## config.mk

```make
export PLATFORM = sky130hd
export DESIGN_NAME = ttl_test_sequencer
export DESIGN_NICKNAME = d
export VERILOG_FILES = /design/src/rtl/ttl_test_pkg.sv /design/src/rtl/ttl_edge_counter.sv /design/src/rtl/ttl_test_sequencer.sv
export SDC_FILE = /design/constraint.sdc
export NUM_CORES = 1
export LEC_CHECK = 0
export BUFFER_PORTS_ARGS = -buffer_cell sky130_fd_sc_hd__buf_2
export CAP_MARGIN = 10
export CORE_MARGIN = 2
export CORE_UTILIZATION = 50
export CTS_CLUSTER_DIAMETER = 40
export CTS_CLUSTER_SIZE = 28
export DETAILED_ROUTE_END_ITERATION = 10
export GPL_ROUTABILITY_DRIVEN = 0
export PLACE_DENSITY = 0.81
export SETUP_SLACK_MARGIN = 0.3
export SYNTH_ARGS = -nofsm -noshare
export SYNTH_HDL_FRONTEND = slang
export SYNTH_SLANG_ARGS = --single-unit
```

## constraint.sdc

```tcl
create_clock -name clk_100Mz -period 5.1 [get_ports clk_100Mz]
set_clock_uncertainty 0.1 [all_clocks]
set_input_delay 0.255 -clock clk_100Mz [delete_from_list [all_inputs] [get_ports clk_100Mz]]
set_output_delay 0.255 -clock clk_100Mz [all_outputs]
set_load 0.02 [all_outputs]
```

## src/rtl/ttl_test_pkg.sv

```systemverilog
// Shared types and constants for the TTL test sequencer.
//   state_t   : sequencer FSM states
//   FALL_EDGE : {history, current} pattern of a falling edge
//   RISE_EDGE : {history, current} pattern of a rising edge (1 MHz tick)
//   cnt_t     : edge count at the default counter width
package ttl_test_pkg;

    typedef enum logic [2:0] {
        IDLE,
        SETTLE,
        MEASURE,
        EVAL,
        DONE
    } state_t;

    localparam logic [1:0] FALL_EDGE = 2'b10;
    localparam logic [1:0] RISE_EDGE = 2'b01;

    localparam int unsigned CNT_W_DEFAULT = 8;
    typedef logic [CNT_W_DEFAULT-1:0] cnt_t;

endpackage

```

## src/rtl/ttl_edge_counter.sv

```systemverilog
// Falling-edge counter for the currently selected, already synchronized TTL line.
// Ports:
//   clk_100Mz, rst : clock, async active-high reset
//   din            : selected synchronized TTL line
//   reload         : high in the first cycle after a channel switch; suppresses edge detect
//   clr            : synchronous clear of the count (priority over en)
//   en             : count falling edges while high
//   cnt            : saturating falling-edge count
module ttl_edge_counter
    import ttl_test_pkg::*;
#(
    parameter int unsigned CNT_W = CNT_W_DEFAULT
) (
    input  logic             clk_100Mz,
    input  logic             rst,
    input  logic             din,
    input  logic             reload,
    input  logic             clr,
    input  logic             en,
    output logic [CNT_W-1:0] cnt
);

    logic hist;
    logic fall_c;

    // History still holds the previous channel right after a switch, so that cycle is masked.
    assign fall_c = ({hist, din} == FALL_EDGE) && !reload;

    // History register and saturating counter
    always_ff @(posedge clk_100Mz or posedge rst) begin
        if (rst) begin
            hist <= 1'b0;
            cnt  <= '0;
        end else begin
            hist <= din;
            if (clr) begin
                cnt <= '0;
            end else if (en && fall_c && (cnt != {CNT_W{1'b1}})) begin
                cnt <= cnt + CNT_W'(1);
            end
        end
    end

endmodule

```

## src/rtl/ttl_test_sequencer.sv

```systemverilog
// Walks the enabled TTL channels in ascending order through one shared falling-edge
// counter: settle window, measurement window, limit check, per-channel result, pass mask.
// Optional build macro: TTL_SEQ_STOP_ON_FAIL_EN - a failing channel ends the sequence.
// Ports:
//   clk_100Mz, rst      : clock, async active-high reset
//   clk_1Mz             : 1 MHz time base (rising edge after sync = tick)
//   ttl_in              : asynchronous TTL test lines
//   start, abort        : single-cycle control pulses
//   chan_en, exp_min/max: channel mask and inclusive limits, captured at start
//   busy, ch_sel        : sequence active, channel routed to the counter
//   res_valid/ch/cnt/pass: per-channel result strobe and held result
//   done, pass_mask     : completion pulse and per-channel pass bits
module ttl_test_sequencer
    import ttl_test_pkg::*;
#(
    parameter  int unsigned N_CH      = 8,
    parameter  int unsigned CNT_W     = CNT_W_DEFAULT,
    parameter  int unsigned WIN_US    = 1,
    parameter  int unsigned SETTLE_US = 2,
    localparam int unsigned CH_W      = $clog2(N_CH)
) (
    input  logic             clk_100Mz,
    input  logic             rst,
    input  logic             clk_1Mz,
    input  logic [N_CH-1:0]  ttl_in,
    input  logic             start,
    input  logic             abort,
    input  logic [N_CH-1:0]  chan_en,
    input  logic [CNT_W-1:0] exp_min,
    input  logic [CNT_W-1:0] exp_max,
    output logic             busy,
    output logic [CH_W-1:0]  ch_sel,
    output logic             res_valid,
    output logic [CH_W-1:0]  res_ch,
    output logic [CNT_W-1:0] res_cnt,
    output logic             res_pass,
    output logic             done,
    output logic [N_CH-1:0]  pass_mask
);

    localparam int unsigned T_MAX  = (SETTLE_US > WIN_US) ? SETTLE_US : WIN_US;
    localparam int unsigned TICK_W = $clog2(T_MAX + 1);

    logic [N_CH-1:0]   ttl_meta, ttl_sync;
    logic              clk1_meta, clk1_sync, clk1_hist;
    state_t            state;
    logic [TICK_W-1:0] tcnt;
    logic [N_CH-1:0]   mask_q;
    logic [CNT_W-1:0]  min_q, max_q;
    logic [CH_W-1:0]   ch_prev;
    logic [CNT_W-1:0]  cnt;

    logic              tick_c, pass_c, stop_c, has_next_c;
    logic [CH_W-1:0]   first_ch_c, next_ch_c;

    // Input synchronizers and tick history
    always_ff @(posedge clk_100Mz or posedge rst) begin
        if (rst) begin
            ttl_meta  <= '0;
            ttl_sync  <= '0;
            clk1_meta <= 1'b0;
            clk1_sync <= 1'b0;
            clk1_hist <= 1'b0;
        end else begin
            ttl_meta  <= ttl_in;
            ttl_sync  <= ttl_meta;
            clk1_meta <= clk_1Mz;
            clk1_sync <= clk1_meta;
            clk1_hist <= clk1_sync;
        end
    end

    assign tick_c = ({clk1_hist, clk1_sync} == RISE_EDGE);
    assign pass_c = (cnt >= min_q) && (cnt <= max_q);

`ifdef TTL_SEQ_STOP_ON_FAIL_EN
    assign stop_c = !pass_c;
`else
    assign stop_c = 1'b0;
`endif

    // Lowest enabled channel at start, next higher enabled channel after EVAL
    always_comb begin
        first_ch_c = '0;
        next_ch_c  = '0;
        has_next_c = 1'b0;
        for (int i = int'(N_CH) - 1; i >= 0; i--) begin
            if (chan_en[i]) begin
                first_ch_c = CH_W'(i);
            end
            if (mask_q[i] && (CH_W'(i) > ch_sel)) begin
                next_ch_c  = CH_W'(i);
                has_next_c = 1'b1;
            end
        end
    end

    ttl_edge_counter #(
        .CNT_W (CNT_W)
    ) u_edge_counter (
        .clk_100Mz (clk_100Mz),
        .rst       (rst),
        .din       (ttl_sync[ch_sel]),
        .reload    (ch_sel != ch_prev),
        .clr       (state == SETTLE),
        .en        (state == MEASURE),
        .cnt       (cnt)
    );

    // Sequencer FSM with registered outputs
    always_ff @(posedge clk_100Mz or posedge rst) begin
        if (rst) begin
            state     <= IDLE;
            tcnt      <= '0;
            mask_q    <= '0;
            min_q     <= '0;
            max_q     <= '0;
            ch_prev   <= '0;
            busy      <= 1'b0;
            ch_sel    <= '0;
            res_valid <= 1'b0;
            res_ch    <= '0;
            res_cnt   <= '0;
            res_pass  <= 1'b0;
            done      <= 1'b0;
            pass_mask <= '0;
        end else begin
            res_valid <= 1'b0;
            done      <= 1'b0;
            ch_prev   <= ch_sel;
            if (abort && (state != IDLE)) begin
                state <= IDLE;
                busy  <= 1'b0;
            end else begin
                case (state)
                    IDLE: begin
                        if (start && !abort) begin
                            mask_q    <= chan_en;
                            min_q     <= exp_min;
                            max_q     <= exp_max;
                            pass_mask <= '0;
                            tcnt      <= '0;
                            busy      <= 1'b1;
                            if (chan_en != '0) begin
                                ch_sel <= first_ch_c;
                                state  <= SETTLE;
                            end else begin
                                state <= DONE;
                            end
                        end
                    end
                    SETTLE: begin
                        if (tick_c) begin
                            if (tcnt == TICK_W'(SETTLE_US - 1)) begin
                                tcnt  <= '0;
                                state <= MEASURE;
                            end else begin
                                tcnt <= tcnt + TICK_W'(1);
                            end
                        end
                    end
                    MEASURE: begin
                        if (tick_c) begin
                            if (tcnt == TICK_W'(WIN_US - 1)) begin
                                tcnt  <= '0;
                                state <= EVAL;
                            end else begin
                                tcnt <= tcnt + TICK_W'(1);
                            end
                        end
                    end
                    EVAL: begin
                        res_valid         <= 1'b1;
                        res_ch            <= ch_sel;
                        res_cnt           <= cnt;
                        res_pass          <= pass_c;
                        pass_mask[ch_sel] <= pass_c;
                        if (has_next_c && !stop_c) begin
                            ch_sel <= next_ch_c;
                            state  <= SETTLE;
                        end else begin
                            state <= DONE;
                        end
                    end
                    DONE: begin
                        done  <= 1'b1;
                        busy  <= 1'b0;
                        state <= IDLE;
                    end
                    default: state <= IDLE;
                endcase
            end
        end
    end

endmodule

```

==> key figures, run 1 <==
Power
  • Sw frac: 36.2%
  • Worst VDD drop: 257 µV
  • Clk pwr share: 22.6%
  • Net Switching: 798 µW
  • Power share of the combinational group: 32.4%
  • Pwr Density: 460 mW/mm²
  • Static leakage: 0.00230 µW
  • Sequential Power Share: 45.0%
  • Total Power: 2210 µW
  • Cell internal pwr: 1410 µW

CTS
  • Worst skew pair latency: 0.35 ns
  • Post-CTS Repair Setup Buffers: 0
  • TritonCTS clock tree: built
  • Clk sinks: 85
  • CTS max path bufs: 2
  • Post-CTS sizing: 0
  • CTS root buf: clkbuf_8
  • H-tree depth: 3
  • # hold bufs at CTS: 9
  • CTS Buf Count: 9
  • Worst-path clk slew: 0.10 ns

Drt
  • Routed Antenna Nets: 0
  • Vias per cell: 5.75
  • Vias: 3111
  • WL/cell: 15.7 µm
  • Initial detailed-routing violation count: 163
  • First-pass DRT Iterations: 5
  • DRC violations left: 0
  • Wirelength, routed: 8.52 mm

STA
  • Rel. slew slack: 32.2%
  • Worst Tran Pin Value: 1.02 ns
  • RSZ-0062 raised after global routing: no
  • F_max: 369 MHz
  • Post-route worst setup slack: 2.39 ns
  • Final Hold Viols: 0
  • Count of pins over their slew limit: 0
  • Final Critical Period: 2.71 ns
  • Setup_tns: 0 ns
  • Final setup violating endpoints: 0
  • Crit share post-route: 53.1%

Synth
  • Synth warn: 0
  • Area of the mapped netlist: 0.00410 mm²
  • Number of enable flip-flop cells after synthesis: 0
  • Most used DFF post-synth: dfrtp_1
  • Synth unique cells: 53
  • Area leader, netlist: dfrtp_1
  • Synth top area share: 51.8%
  • Cells after synthesis: 363
  • Synthesized flop and latch total: 85
  • Synth Area per Inst: 11.3 µm²
  • Register area share after synthesis: 51.8%
  • Net count after synthesis: 421
  • Asr flop ratio synth: 100%
  • Largest cells by area after synthesis: dfrtp_1 52%, mux2_2 9.3%, ha_1 6.4%, inv_1 2.9%, o21ai_0 2.4%

Place
  • Buffers on Ports: 62
  • DP Worst Slack: 2.44 ns
  • DP HPWL: 5.97 mm
  • Post-DP Area: 0.00448 mm²

Min path
  • HP Class: in -> reg
  • Worst Hold Path EP: max_q[6]
  • Min-delay src: exp_max[6]
  • Hold depth: 2

Setup path
  • Critical Path Source: ch_sel[0]
  • Reg2Reg Setup Slack: 2.39 ns
  • Reg-to-Reg Start: ch_sel[0]
  • RR Endpoint: u_edge_counter.cnt[3]
  • Worst EP arrival: 2.89 ns
  • Nature of the critical path endpoint: flop
  • CP Max Fanout: 20
  • Req. time, crit path: 5.28 ns
  • Crit Path Class: reg -> reg
  • R2R depth: 5
  • CP Launch Type: flop

Finish
  • Area Growth Syn to Fin: 16.8%
  • # diodes: 0
  • Post-route cell area: 0.00479 mm²
  • Final Net Count: 489
  • Commonest non-fill, non-tap cell in the layout: dfrtp_1
  • Fill count: 695
  • Fin util: 59.2%
  • Commonest cells after routing, fill and taps aside: 85 x dfrtp_1, 62 x buf_2, 34 x mux2_2
  • Layout cells sized above 1: 27.3%

Global routing
  • GRT Util Overall: 20.6%
  • Initial antenna violation count: 0
  • First-pass GRT wire length: 14.2 mm
  • GRT overflow: 0
  • Vias in the first global route: 3106
  • Largest net degree at the start of global routing: 86

Outcome
  • Status: completed

Floorplan
  • Starting Density: 50.7%
  • Die H: 94.6 µm
  • Die X: 94.6 µm
  • CORE AREA: 0.00809 mm²
  • Die area: 0.00895 mm²
  • Row count: 33
  • Num ports: 63

Flow run
  • Max cap viols: 0
worst max-delay path by stage:
stage                             to  slack (ns)  depth (start not counted)
6_report       u_edge_counter.cnt[3]        2.39                          5
5_1_grt        u_edge_counter.cnt[3]        2.18                          5
4_1_cts        u_edge_counter.cnt[5]        2.39                          5
3_5_place_dp   u_edge_counter.cnt[5]        2.44                          5
3_3_place_gp   u_edge_counter.cnt[5]        2.53                          5
2_1_floorplan                   busy        2.55                          1
worst max-delay path, stage by stage, from the launching register on:
cell,delay [ns]
dfrtp_1,0.76
mux4_2,0.62
mux2i_4,0.22
o2111ai_2,0.34
or3_1,0.43
a21oi_1,0.15
per-layer routing:
metal  track usage, %  wire, µm  vias to the layer above
met5                0         0                        -
li1                 -         -                     1458
met4             8.09       178                        0
met2             35.2      4300                      117
met3             4.71       549                       18
met1             25.6      3490                     1518
area by class of cell:
class                   instances  area (µm²)  area share [%]
flip-flops and latches         85        2130            44.4
well taps                     105         131            2.74
repair buffers                 73         418            8.72
multi-input cells             230        1780            37.1
clock inverters                 7        91.3            1.91
inverters                      32         121            2.53
clock buffers                   9         124            2.58
metrics by stage:
step	instances	hold slack, ns
3_3_place_gp	515	0.233
4_1_cts	540	0.0119
6_report	541	0.0221
5_1_grt	541	0.0125
2_1_floorplan	363	0.186
3_5_place_dp	515	0.236
synth_stat cells (all sizes together), types with 4 or more instances:
| library cell | count |
|---|---|
| nor2b | 5 |
| nor2 | 11 |
| mux2i | 6 |
| nand2b | 5 |
| buf | 8 |
| o21ai | 25 |
| nor3 | 4 |
| nand2 | 16 |
| and3 | 4 |
| nor3b | 4 |
| clkbuf | 8 |
| o211ai | 5 |
| o31ai | 5 |
| o41ai | 8 |
| inv | 32 |
| dfrtp | 85 |
| nand3 | 10 |
| mux2 | 34 |
| ha | 21 |
| a31oi | 8 |
| a21oi | 15 |
kinds of logic (layout without fill, tap and decap cells):
group | Yosys count | after routing | synth area share [%]
AOI/OAI and AO/OA | 92 | 92 | 15.0
DFF | 85 | 85 | 51.8
and+or+nand+nor | 72 | 72 | 9.18
buffers and inverters | 48 | 121 | 4.76
muxes | 42 | 42 | 12.2
adders and majority gates | 21 | 21 | 6.40
xor gates and xnor gates | 3 | 3 | 0.641
flip-flops by register name, indices dropped and copies added (netlist names), 7 cells and up:
name	flops
ttl_meta	8
min_q	8
res_cnt	8
max_q	8
mask_q	7
u_edge_counter.cnt	8
ttl_sync	8
pass_mask	8
power by group through the flow:
stage          logic [µW]  registers [µW]  clock network, µW
2_1_floorplan         562             964                  0
3_3_place_gp          668             998                  0
3_5_place_dp          706            1010                  0
4_1_cts               719             991                508
5_1_grt               799            1020                542
6_report              714             993                499
(Power assumes the default switching activity.)
==> inputs of run 2 (changes only) <==
--- a/config.mk
+++ b/config.mk
@@ -13,7 +13,7 @@
 export CTS_CLUSTER_SIZE = 28
 export DETAILED_ROUTE_END_ITERATION = 10
 export GPL_ROUTABILITY_DRIVEN = 0
-export PLACE_DENSITY = 0.81
+export PLACE_DENSITY = 0.83
 export SETUP_SLACK_MARGIN = 0.3
 export SYNTH_ARGS = -nofsm -noshare
 export SYNTH_HDL_FRONTEND = slang
==> constraint.sdc (replaced) <==
create_clock -name clk_100Mz -period 2.3 [get_ports clk_100Mz]
set_clock_uncertainty 0.1 [all_clocks]
set_input_delay 0.115 -clock clk_100Mz [delete_from_list [all_inputs] [get_ports clk_100Mz]]
set_output_delay 0.115 -clock clk_100Mz [all_outputs]
set_load 0.02 [all_outputs]
==> key figures, run 2 (same netlist as run 1, synthesis figures left out) <==
Finish
  • Fin util: 65.5%
  • Multi-input gate area: 0.00186 mm²
  • Commonest cells after routing, fill and taps aside: 81 x dfrtp_1, 62 x buf_2, 34 x mux2_2, 34 x dlygate4sd3_1, 31 x inv_1
  • Fill count: 600
  • Layout cells sized above 1: 32.7%
  • Commonest non-fill, non-tap cell in the layout: dfrtp_1
  • Post-route cell area: 0.00530 mm²
  • Final Net Count: 533
  • Area Growth Syn to Fin: 29.3%
  • # diodes: 0
  • Register Area: 0.00213 mm²

Setup path
  • Slowest library cell on the worst path: mux4_2
  • Crit-path cells: mux4_2 -> mux2i_4 -> o2111ai_4 -> buf_6 -> o211ai_1 -> o41ai_1
  • Worst stage delay on the critical path: 0.54 ns
  • Reg-to-Reg Start: ch_sel[0]
  • Req. time, crit path: 2.44 ns
  • CP Capture Point: u_edge_counter.cnt[2]
  • Critical Path Source: ch_sel[0]
  • CP Launch Type: flop
  • Nature of the critical path endpoint: flop
  • Crit Path Class: reg -> reg
  • Reg2Reg Setup Slack: 0.23 ns
  • Worst EP arrival: 2.21 ns
  • CP Max Fanout: 7
  • R2R depth: 6
  • RR Endpoint: u_edge_counter.cnt[2]

STA
  • Count of pins over their slew limit: 0
  • Final setup violating endpoints: 0
  • F_max: 483 MHz
  • Setup_tns: 0 ns
  • Hold slack: 0.0336 ns
  • Rel. slew slack: 68.5%
  • RSZ-0062 raised after global routing: yes
  • Worst Tran Pin Value: 0.469 ns
  • Crit share post-route: 90.1%
  • Final Critical Period: 2.07 ns
  • Post-route worst setup slack: 0.229 ns
  • Final Hold Viols: 0

Drt
  • WL/cell: 16.2 µm
  • Wirelength, routed: 9.45 mm
  • First-pass DRT Iterations: 5
  • Routed Antenna Nets: 0
  • Vias: 3338
  • DRC violations left: 0
  • Initial detailed-routing violation count: 186
  • Vias per cell: 5.71

Place
  • Buffers on Ports: 62
  • DP Worst Slack: 0.172 ns
  • DP HPWL: 6.14 mm
  • Post-DP Area: 0.00460 mm²

CTS
  • CTS max path bufs: 2
  • TritonCTS clock tree: built
  • Worst skew pair latency: 0.37 ns
  • CTS root buf: clkbuf_8
  • Worst-path clk slew: 0.08 ns
  • CTS Buf Count: 9
  • H-tree depth: 3
  • Clk sinks: 85

Floorplan
  • Starting Density: 50.7%
  • Die X: 94.6 µm
  • Die area: 0.00895 mm²
  • Num ports: 63
  • Row count: 33
  • Die H: 94.6 µm
  • CORE AREA: 0.00809 mm²

Global routing
  • Vias in the first global route: 3412
  • GRT Util Overall: 23.0%
  • GRT overflow: 0
  • Initial antenna violation count: 0
  • First-pass GRT wire length: 15.7 mm
  • Largest net degree at the start of global routing: 86

Min path
  • Hold depth: 3
  • HP Class: in -> reg

Flow run
  • Max cap viols: 0

Power
  • Static leakage: 0.00254 µW
  • Worst VDD drop: 595 µV
  • Pwr Density: 986 mW/mm²

Outcome
  • Status: completed
-- run 2: changes by cell type in the layout (fill, tap and decap cells not counted), moves of 4 or more --
cell,previous run,this run
dfrtp_1,85,81
o41ai_2,0,5
o41ai_1,8,3
buf_4,1,19
dfrtp_2,0,4
dlygate4sd3_1,10,34
-- run 2: stage by stage --
step	total power, µW	instances
after floorplan	3390	363
after global placement	3790	529
after detailed placement	3900	529
after CTS	5210	584
after global routing	5570	585
final	5230	585
-- run 2: worst min-delay path by stage --
stage	from	endpoint	slack, ns
floorplan	clk_1Mz	clk1_meta	0.05
global placement	ttl_in[5]	ttl_meta[5]	0.12
detailed placement	ttl_in[2]	ttl_meta[2]	0.12
CTS	start	busy	0.03
global route	start	busy	0.02
finish	start	busy	0.03
-- run 2: final cells by class --
type                    count  area share (%)
flip-flops and latches     85            40.2
multi-input cells         230            35.1
repair buffers            117            15.5
clock buffers              10            2.59
well taps                 105            2.48
inverters                  32            2.34
clock inverters             6            1.75
-- run 2: power by group --
part           internal [µW]  leakage, µW  total (µW)  switching, µW
clock network            650     0.000115        1210            558
logic                    886      0.00136        1890           1010
registers               1850      0.00107        2130            274
-- run 2: per-layer routing --
layer	global-route usage, %	vias to the layer above	routed length, µm
li1	-	1540	-
met1	26.6	1653	3730
met2	40.3	124	4970
met3	5.83	21	538
met4	10.3	0	204
met5	0	-	0
-- run 2: critical path, delay by kind of cell, from the launching register on --
kind | cells | cell delay, ns
muxes | 2 | 0.77
AOI/OAI and AO/OA | 3 | 0.48
DFF | 1 | 0.42
buffers and inverters | 1 | 0.18
-- run 2: timing repair --
action                     4_1_cts  5_1_grt
setup endpoints to repair       13       36
setup buffers                    5        1
pin swaps                        5        1
hold endpoints to repair       119        0
resized for setup               10        9
hold buffers                    34        0
cloned                           0        0
